[src/rtl/flash_word_reader_if.sv]
// Bus bundle between the CPU-side requester and flash_word_reader, plus the
// flash-controller side signals that flash_word_reader drives and consumes.
//   cpu_req    requester -> reader  read request, held until cpu_ack
//   cpu_addr   requester -> reader  byte address (bits [1:0] ignored)
//   cpu_busy   reader -> requester  high while a flash access is in progress
//   cpu_ack    reader -> requester  one-cycle acknowledge, cpu_rdata valid with it
//   cpu_rdata  reader -> requester  assembled little-endian word
//   fc_addr    reader -> controller flash byte address
//   fc_read_op reader -> controller one-cycle read strobe
//   fc_data    controller -> reader halfword read data (duplicated in both halves)
interface flash_word_reader_if #(
  parameter int unsigned FLASH_AW = 23
);
  logic                cpu_req;
  logic [31:0]         cpu_addr;
  logic                cpu_busy;
  logic                cpu_ack;
  logic [31:0]         cpu_rdata;
  logic [FLASH_AW-1:0] fc_addr;
  logic                fc_read_op;
  logic [31:0]         fc_data;

  // master: the environment (CPU side and flash controller)
  modport master (
    output cpu_req, cpu_addr, fc_data,
    input  cpu_busy, cpu_ack, cpu_rdata, fc_addr, fc_read_op
  );

  // slave: flash_word_reader itself
  modport slave (
    input  cpu_req, cpu_addr, fc_data,
    output cpu_busy, cpu_ack, cpu_rdata, fc_addr, fc_read_op
  );
endinterface

[src/rtl/flash_word_reader.sv]
// Read-only adapter: turns one 32-bit word read into two 16-bit flash halfword
// reads (low half first) and returns the assembled word with a one-cycle ack.
// An optional one-entry last-word buffer lets repeated reads of the same word
// complete in one cycle without touching the flash.
//   clk  system clock
//   rst  synchronous active-high reset
//   bus  flash_word_reader_if.slave (cpu_* request/response, fc_* controller side)
// Parameters:
//   FLASH_AW  flash byte-address width
//   BUF_EN    1 enables the last-word buffer
module flash_word_reader #(
  parameter int unsigned FLASH_AW = 23,
  parameter bit          BUF_EN   = 1'b1
) (
  input logic               clk,
  input logic               rst,
  flash_word_reader_if.slave bus
);

  localparam int unsigned WAW = FLASH_AW - 2;

  localparam logic [2:0] IDLE    = 3'd0;
  localparam logic [2:0] LO_REQ  = 3'd1;
  localparam logic [2:0] LO_WAIT = 3'd2;
  localparam logic [2:0] LO_CAP  = 3'd3;
  localparam logic [2:0] HI_WAIT = 3'd4;
  localparam logic [2:0] HI_CAP  = 3'd5;

  logic [2:0]     state;
  logic [WAW-1:0] word_addr;
  logic [15:0]    lo_half;
  logic [31:0]    buf_data;
  logic [WAW-1:0] buf_tag;
  logic           buf_valid;
  logic           start;
  logic           hit;

  // A request is ignored in the ack cycle so a held cpu_req cannot retrigger.
  assign start = bus.cpu_req && !bus.cpu_ack;
  assign hit   = BUF_EN && buf_valid && (buf_tag == bus.cpu_addr[FLASH_AW-1:2]);

  assign bus.cpu_busy = (state != IDLE);

  // fc_read_op/fc_addr are registered on the transition into LO_REQ and
  // LO_CAP, so the strobe is visible during exactly those two states and is
  // never high in consecutive cycles.
  always_ff @(posedge clk) begin
    if (rst) begin
      state          <= IDLE;
      word_addr      <= '0;
      lo_half        <= '0;
      buf_data       <= '0;
      buf_tag        <= '0;
      buf_valid      <= 1'b0;
      bus.cpu_ack    <= 1'b0;
      bus.cpu_rdata  <= '0;
      bus.fc_read_op <= 1'b0;
      bus.fc_addr    <= '0;
    end else begin
      bus.cpu_ack    <= 1'b0;
      bus.fc_read_op <= 1'b0;
      case (state)
        IDLE: begin
          if (start) begin
            if (hit) begin
              bus.cpu_rdata <= buf_data;
              bus.cpu_ack   <= 1'b1;
            end else begin
              word_addr      <= bus.cpu_addr[FLASH_AW-1:2];
              bus.fc_addr    <= {bus.cpu_addr[FLASH_AW-1:2], 2'b00};
              bus.fc_read_op <= 1'b1;
              state          <= LO_REQ;
            end
          end
        end
        LO_REQ: begin
          state <= LO_WAIT;
        end
        LO_WAIT: begin
          bus.fc_addr    <= {word_addr, 2'b10};
          bus.fc_read_op <= 1'b1;
          state          <= LO_CAP;
        end
        LO_CAP: begin
          lo_half <= bus.fc_data[15:0];
          state   <= HI_WAIT;
        end
        HI_WAIT: begin
          state <= HI_CAP;
        end
        HI_CAP: begin
          bus.cpu_rdata <= {bus.fc_data[15:0], lo_half};
          bus.cpu_ack   <= 1'b1;
          if (BUF_EN) begin
            buf_data  <= {bus.fc_data[15:0], lo_half};
            buf_tag   <= word_addr;
            buf_valid <= 1'b1;
          end
          state <= IDLE;
        end
        default: begin
          state <= IDLE;
        end
      endcase
    end
  end

endmodule

[src/flat_wrapper.sv]
// flat-port wrapper written by rule: the top's interface ports become plain ports
module flash_word_reader_flat 
#(
  parameter int unsigned FLASH_AW = 23,
  parameter bit          BUF_EN   = 1'b1
)
  (clk, rst, bus_cpu_req, bus_cpu_addr, bus_fc_data, bus_cpu_busy, bus_cpu_ack, bus_cpu_rdata, bus_fc_addr, bus_fc_read_op);
  flash_word_reader_if #(.FLASH_AW(FLASH_AW)) bus_i ();
  input logic clk;
  input logic rst;
  input wire logic [$bits(bus_i.cpu_req)-1:0] bus_cpu_req;
  input wire logic [$bits(bus_i.cpu_addr)-1:0] bus_cpu_addr;
  input wire logic [$bits(bus_i.fc_data)-1:0] bus_fc_data;
  output wire logic [$bits(bus_i.cpu_busy)-1:0] bus_cpu_busy;
  output wire logic [$bits(bus_i.cpu_ack)-1:0] bus_cpu_ack;
  output wire logic [$bits(bus_i.cpu_rdata)-1:0] bus_cpu_rdata;
  output wire logic [$bits(bus_i.fc_addr)-1:0] bus_fc_addr;
  output wire logic [$bits(bus_i.fc_read_op)-1:0] bus_fc_read_op;
  assign bus_i.cpu_req = bus_cpu_req;
  assign bus_i.cpu_addr = bus_cpu_addr;
  assign bus_i.fc_data = bus_fc_data;
  assign bus_cpu_busy = bus_i.cpu_busy;
  assign bus_cpu_ack = bus_i.cpu_ack;
  assign bus_cpu_rdata = bus_i.cpu_rdata;
  assign bus_fc_addr = bus_i.fc_addr;
  assign bus_fc_read_op = bus_i.fc_read_op;
  flash_word_reader #(.FLASH_AW(FLASH_AW), .BUF_EN(BUF_EN)) u_core (.clk(clk), .rst(rst), .bus(bus_i));
endmodule
[config.mk]
export PLATFORM = sky130hd
export DESIGN_NAME = flash_word_reader_flat
export DESIGN_NICKNAME = d
export VERILOG_FILES = /design/src/rtl/flash_word_reader_if.sv /design/src/rtl/flash_word_reader.sv /design/src/flat_wrapper.sv
export SDC_FILE = /design/constraint.sdc
export NUM_CORES = 1
export LEC_CHECK = 0
export CORE_MARGIN = 8
export CORE_UTILIZATION = 51
export DETAILED_ROUTE_END_ITERATION = 7
export GPL_TIMING_DRIVEN = 0
export PLACE_DENSITY = 0.8
export SETUP_SLACK_MARGIN = 0.05
export SYNTH_ARGS = -nofsm -noshare
export SYNTH_HDL_FRONTEND = slang
export SYNTH_SLANG_ARGS = --single-unit
[constraint.sdc]
create_clock -name clk -period 2.16 [get_ports clk]
set_clock_uncertainty 0.05 [all_clocks]
set_input_delay 0.432 -clock clk [delete_from_list [all_inputs] [get_ports clk]]
set_output_delay 0.432 -clock clk [all_outputs]
set_load 0.03 [all_outputs]
After elaboration in Yosys (flattened, before gate mapping):

Index checks and enable logic that the tools add are counted.

* flip-flop bits (word level): 151
* input bits: 67
* logic and storage cells: 46

* eq/ne operators: 9
* muxes and demuxes: 15
* bitwise operators: 1
* reduce and logical (&&, ||, !) cells: 11

Operators by type and width (number)
* 32-bit 2-to-1 mux: 2
* 32-bit case mux with 2 select lines: 1
* 23-bit 2-to-1 mux: 2
* 23-bit case mux with 2 select lines: 1
* 21-bit equality test: 1
* 3-bit case mux with 5 select lines: 1
* 3-bit AND reduction: 3
* 3-bit by 2-bit equality test with 1-bit output (second input constant): 2
* 3-bit equality test (second input constant): 2
* 3-bit 2-to-1 mux: 2
* 1-bit 2-to-1 mux: 4
* 2-bit by 1-bit != test with 1-bit output (second input constant): 2
* 1-bit case mux with 2 select lines: 2
* 2-bit nonzero test: 2
* 3-bit by 1-bit equality test with 1-bit output (second input constant): 1
* 3-bit zero test: 1
* 3-bit nonzero test: 1
* 1-bit logical AND: 2
* 2-bit != test (second input constant): 1
* 2-bit AND reduction: 1
* 1-bit zero test: 1
* 1-bit inverter: 1

Logic depth before layout (Yosys ltp):

Gate-level depths: netlist of run 1.

* depth after elaboration: 5
* gate-level depth with buffers: 7
* depth with buffers taken out: 5

Worst setup path after synthesis of run 1:

Ideal clock, no wire load.

* path type: input -> register
* start: in bus_cpu_addr[22]
* end: reg u_core.bus.fc_addr[13]
* setup time: 0.122 ns
* arrival: 1.833 ns
* path slack: 0.155 ns
* cell stages on the path: 7
* path through: xor2_1 > nor4_1 > and2_1 > clkbuf_1 > a21oi_1 > buf_2 > o311a_1

* longest elaborated chain between the ends: 4

RTL lines
* start, declared: line flat_wrapper.sv:12 `input wire logic [$bits(bus_i.cpu_addr)-1:0] bus_cpu_addr;`
* 21-bit equality test: line flash_word_reader.sv:40 `assign hit = BUF_EN && buf_valid && (buf_tag == bus.cpu_addr[FLASH_AW-1:2]);`
* 1-bit logical AND: line flash_word_reader.sv:40
* 2-bit != test (no source line)
* 3-bit AND reduction (no source line)
* end signal, assigned: line flash_word_reader.sv:70 `bus.fc_addr <= {bus.cpu_addr[FLASH_AW-1:2], 2'b00};`
* end signal, assigned: line flash_word_reader.sv:80 `bus.fc_addr <= {word_addr, 2'b10};`
* end, declared: line flash_word_reader_if.sv:32 `output cpu_busy, cpu_ack, cpu_rdata, fc_addr, fc_read_op`

Every way passes these cells.
A chain may end at the register's enable or synchronous reset.

Worst setup path in the final report of run 1:

* start: in bus_cpu_addr[2]
* end: reg u_core.bus.cpu_rdata[15]

* longest elaborated chain between the ends: 4

RTL lines
* 21-bit equality test: line flash_word_reader.sv:40
* 1-bit logical AND: line flash_word_reader.sv:40
* 2-bit by 1-bit != test with 1-bit output (no source line)
* 3-bit AND reduction (no source line)
* end signal, assigned: line flash_word_reader.sv:66 `bus.cpu_rdata <= buf_data;`
* end signal, assigned: line flash_word_reader.sv:92 `bus.cpu_rdata <= {bus.fc_data[15:0], lo_half};`
* end, declared: line flash_word_reader_if.sv:32

Every way passes these cells.

==> flow_summary.toml, run 1 <==
[placement]
routabilityCongestion = 0.909
numPortBuffers = 95
place_inst = 948
dp_hpwl_mm = 12.8
pre_cts_ws_ns = -0.965

[power]
swShare_pct = 26.6
cellPowerDensity_nw_per_um2 = 854
p_clk_share_pct = 40.8
p_total_mw = 6.96
p_int_mw = 5.10
p_sw_mw = 1.85
p_seq_share_pct = 43.6
power_frac_comb_pct = 15.6
irDropWorstVdd_mv = 0.567
leakagePower_nw = 3.25

[timing]
maxSlewViolCount = 0
setup_violations = 0
hold_viol_final = 0
rsz0062_at_grt = "true"
tightestPinTransition_ns = 0.581
slew_headroom_pct = 61.0
fmax_mhz = 478
post-route-min-period_ns = 2.09
finalCritPeriodShare_pct = 96.9
timing.final.ws_setup_ns = 0.0665

[final_layout]
final_common_cell = "nand2_1"
drive_gt1_share_pct = 11.5
finalCoreUtilization_pct = 69.0
stdcell_count = 992
syn_to_final_growth_pct = 33.8
final_cell_mix = "nand2_1, dfxtp_1, clkdlybuf4s50_1, a21oi_1, nor2_1"
antenna_cells = 0
final_nets = 899

[run_status]
outcome = "finished, final reports clean"

[floorplanning]
fp.coreArea_um2 = 11800
initial_core_util_pct = 51.5
dieWidth_um = 125
ios = 125
die-area_um2 = 15700
row_count = 40
dieHeight_um = 125

[worst_setup_path]
crit_start = "bus_cpu_addr[2]"
critical_path_class = "in2reg"
crit_path_end = "u_core.bus.cpu_rdata[15]"
critPathLaunchType = "input port"
r2r_cells = 7
r2r_slack_ns = 0.10
required_ns = 2.48
path_max_fanout = 7
r2r_start = "u_core.state[0]"
cp.arrival_ns = 2.41
rr_endpoint = "u_core.bus.fc_addr[4]"
cp-end-kind = "flip-flop"

[cts]
clk_latency_ns = 0.43
cts_buffers = 17
path_clk_slew_ns = 0.06
cts_buffer_depth = 2
numClockSinks = 150
root_buffer = "clkbuf_16"
cts_tree = "done"
holdBufCountCts = 0
cts_htree_levels = 4

[routing]
avgViaCountPerCell = 6.01
route.detailed.drc = 0
ant_nets = 0
wl_mm = 19.2
dr.pass1.iters = 8
drt_iter0_drc = 661
wl_per_cell_um = 19.4
num_vias = 5966

[yosys]
synth_warnings = 0
synth_edf_count = 0
synthCells = 706
syn-cell-area_um2 = 6090
async_flop_share_pct = 0
syn-num-nets = 773
yosys_most_used_dff = "dfxtp_1"
ys_types = 35
seq_area_frac_synth_pct = 49.3
synth_seq_cells = 150
postSynthAreaPerCell_um2 = 8.62

[grt]
grt_start_max_net_pins = 17
grt_usage_pct = 23.9
grt_overflow_total = 0
grt_pass1_vias = 6031
antenna_found_initial = 0
grt_pass1_wl_mm = 30.2

[hold_path]
min_path_type = "in2reg"

[run]
drv_cap = 0
-- registers in the layout, summed over array words and instances (netlist names) --
register	cells
u_core.lo_half	16
u_core.buf_tag	21
u_core.buf_valid	1
u_core.state	3
u_core.bus.cpu_ack	1
u_core.bus.fc_addr	22
u_core.bus.fc_read_op	1
u_core.buf_data	32
u_core.bus.cpu_rdata	32
u_core.word_addr	21
-- worst min-delay path by stage --
| stage | from | endpoint | slack (ns) | depth (start not counted) |
|---|---|---|---|---|
| 3_3_place_gp | u_core.lo_half[13] | u_core.lo_half[13] | 0.40 | 2 |
| 5_1_grt | bus_cpu_addr[7] | u_core.bus.fc_addr[7] | 0.42 | 3 |
| 2_1_floorplan | u_core.buf_valid | u_core.buf_valid | 0.38 | 2 |
| 6_report | bus_cpu_addr[19] | u_core.bus.fc_addr[19] | 0.39 | 3 |
| 3_5_place_dp | u_core.lo_half[4] | u_core.lo_half[4] | 0.40 | 2 |
| 4_1_cts | u_core.lo_half[4] | u_core.lo_half[4] | 0.41 | 2 |
-- cells by family after synthesis --
group	after synthesis	share of synthesized area [%]
AO/OA/AOI/OAI	193	24.0
flip-flops	150	49.3
other	1	0.0616
XOR/XNOR	22	3.17
buffers and inverters	67	4.81
AND/OR/NAND/NOR	273	18.6
-- Yosys cell counts, types with 2 or more instances --
cell type	instances	area, um2
nand2_1	183	687
dfxtp_1	150	3000
a21oi_1	71	355
clkbuf_1	52	195
nor2_1	49	184
a22o_1	32	280
and3_1	22	138
a211o_1	21	184
a2bb2oi_1	21	184
o311a_1	21	210
o311ai_0	21	184
xor2_1	20	175
buf_2	6	30.0
nor4_1	5	31.3
and2_1	4	25.0
buf_6	4	45.0
a2111oi_0	2	17.5
buf_1	2	7.51
inv_1	2	7.51
nor3_1	2	10.0
xnor2_1	2	17.5
-- power by group through the flow --
stage                     Sequential [mW]  Clock, mW  Combinational [mW]
final                                3.03       2.84                1.09
after global routing                 3.05       2.97                1.16
after CTS                            3.03       2.83                1.02
after detailed placement             3.08          0               0.995
after global placement               3.07          0               0.971
after floorplan                      3.20          0               0.469
-- stage by stage --
stage / cell area [um2] / setup TNS, ns / hold WS (ns)
detailed placement: 7220 / -66.94 / 0.400
global placement: 7220 / -64.30 / 0.398
finish: 8150 / 0 / 0.391
floorplan: 6090 / 0 / 0.382
CTS: 7940 / 0 / 0.408
global route: 8150 / 0 / 0.421
-- layout make-up --
class                   count  area [um2]
inverters                   2        7.51
multi-input cells         489        2920
fillers                   922        3670
flip-flops and latches    150        3000
well taps                 147         184
clock inverters            10         105
plain buffers              63         353
clock buffers              22         454
repair buffers            109        1120
-- metal layers --
metal / up-vias / GRT usage, % / wire length (um)
met5: - / 0 / 0
met4: 0 / 12.8 / 592
met3: 72 / 7.44 / 1690
met2: 340 / 39.8 / 9330
met1: 2823 / 27.0 / 7580
li1: 2731 / - / -
-- repair_timing --
item                                    4_1_cts  5_1_grt
pin swaps                                    10       39
resized for setup                            54       54
endpoints found under the setup margin       98       97
cloned                                        0        4
buffers inserted                              6        4
-- worst max-delay path, cell delays in order --
cell             delay (ns)
clkdlybuf4s50_1        0.51
xnor2_1                0.17
and2_1                 0.18
and2_4                 0.16
buf_4                  0.14
a311oi_4               0.29
buf_6                  0.23
clkbuf_16              0.16
a22o_1                 0.13
Power figures use the tool's default switching activity.
==> run 2, diff against run 1 <==
--- a/config.mk
+++ b/config.mk
@@ -9,8 +9,10 @@
 export CORE_UTILIZATION = 51
 export DETAILED_ROUTE_END_ITERATION = 7
 export GPL_TIMING_DRIVEN = 0
+export MAX_ROUTING_LAYER = met4
 export PLACE_DENSITY = 0.8
 export SETUP_SLACK_MARGIN = 0.05
+export SLEW_MARGIN = 40
 export SYNTH_ARGS = -nofsm -noshare
 export SYNTH_HDL_FRONTEND = slang
 export SYNTH_SLANG_ARGS = --single-unit
==> flow_summary.toml, run 2 (synthesis gave the netlist of run 1 again) <==
[grt]
grt_overflow_total = 0
grt_pass1_wl_mm = 29.3
grt_usage_pct = 23.8
grt_start_max_net_pins = 17
antenna_found_initial = 0
grt_pass1_vias = 6014

[routing]
dr.pass1.iters = 7
wl_per_cell_um = 18.8
wl_mm = 18.6
route.detailed.drc = 0
avgViaCountPerCell = 5.92
ant_nets = 0
num_vias = 5866
drt_iter0_drc = 713

[final_layout]
reg_top3 = "u_core.buf_data (32), u_core.bus.cpu_rdata (32), u_core.bus.fc_addr (22)"
final_nets = 898
stdcell_count = 991
syn_to_final_growth_pct = 34.2
final_cell_area_um2 = 8170
final_cell_mix = "nand2_1, dfxtp_1, clkdlybuf4s50_1, a21oi_1, nor2_1"
final_common_cell = "nand2_1"
fillers = 927
antenna_cells = 0
drive_gt1_share_pct = 11.8

[worst_setup_path]
r2r_start = "u_core.buf_tag[16]"
critical_path_class = "reg2reg"
crit_start = "u_core.buf_tag[16]"
cp-end-kind = "flip-flop"
cp.arrival_ns = 2.33
required_ns = 2.42
critPathLaunchType = "flip-flop"
path_max_fanout = 6

[run]
drv_cap = 0

[floorplanning]
fp.coreArea_um2 = 11800
ios = 125
initial_core_util_pct = 51.5
dieHeight_um = 125
die-area_um2 = 15700
row_count = 40
dieWidth_um = 125

[cts]
numClockSinks = 150
cts_htree_levels = 4
root_buffer = "clkbuf_16"
cts_buffers = 17
cts_tree = "done"
path_clk_slew_ns = 0.06
holdBufCountCts = 0
cts_buffer_depth = 2
clk_latency_ns = 0.43

[timing]
setup_violations = 0
tightestPinTransition_ns = 0.620
hold_viol_final = 0
maxSlewViolCount = 0
finalCritPeriodShare_pct = 96.0
post-route-min-period_ns = 2.07
fmax_mhz = 482
slew_headroom_pct = 58.4
rsz0062_at_grt = "true"

[power]
cellPowerDensity_nw_per_um2 = 886
p_total_mw = 7.24
irDropWorstVdd_mv = 0.635
leakagePower_nw = 3.22

[placement]
numPortBuffers = 95
place_inst = 948
dp_hpwl_mm = 12.7
place_area_um2 = 7220
routabilityCongestion = 0.908

[hold_path]
min_path_type = "reg2reg"
min-delay-start = "u_core.lo_half[3]"

[run_status]
outcome = "finished, final reports clean"
## run 2: cell types whose count changed in the layout (fill, tap and decap cells not counted), sizes merged
cell / previous run / this run
clkdlybuf4s15: 1 / 0
bufinv: 2 / 4
dlymetal6s2s: 6 / 1
clkdlybuf4s50: 74 / 75
dlygate4sd2: 13 / 18
clkinvlp: 2 / 4
clkinv: 6 / 4
inv: 2 / 3
buf: 24 / 28
clkbuf: 76 / 68
## run 2: critical path, cell delays in order (launching register included)
cell and delay [ns]:
dfxtp_2 0.33, xor2_2 0.19, nor4_2 0.28, buf_4 0.16
and4_1 0.19, buf_6 0.14, a311oi_4 0.11, buf_6 0.17
buf_8 0.12, a22o_1 0.21
## run 2: path summary, 6_finish.rpt
check	end	slack (ns)	cells past startpoint
max	u_core.bus.cpu_rdata[29]	0.09	9
min	u_core.lo_half[3]	0.41	2
min reg2reg	u_core.lo_half[3]	0.41	2
max reg2reg	u_core.bus.cpu_rdata[29]	0.09	9
## run 2: timing repair
item                       in CTS  in global routing
buffers inserted                6                  2
pin swaps                      11                 37
gates cloned                    0                  4
gates resized for setup        50                 73
setup endpoints to repair      99                 93
## run 2: power by group
part	switching [mW]	total, mW	internal, mW
registers	0.106	3.03	2.92
clock network	1.18	3.14	1.96
logic	0.611	1.08	0.465
total	1.90	7.24	5.34
## run 2: routing by layer
layer  track usage [%]  vias to the layer above  part of all wire, %
met5                 -                        -                    0
met4              11.2                        0                  2.4
met3              5.01                       40                  6.2
met2              39.6                      251                   49
met1              27.1                     2844                   43
li1                  -                     2731                    -
## run 2: per-stage QoR
step	setup WS (ns)	setup TNS [ns]	utilization [%]	hold WS [ns]
final	0.0861	0	69.2	0.408
after CTS	0.0527	0	67.6	0.408
after global routing	-0.0320	-0.358	69.2	0.428
after global placement	-0.944	-64.74	61.1	0.397
after floorplan	0.155	0	-	0.382
after detailed placement	-1.07	-71.53	61.1	0.399
## run 2: area by class of cell
class	count	area, um2	share of cell area, %
buffer	64	358	4.38
clock buffer	19	443	5.42
clock inverter	13	179	2.19
inverter	2	7.51	0.0919
multi-input combinational	489	2910	35.6
sequential	150	3000	36.8
tap	147	184	2.25
timing repair buffer	107	1090	13.3
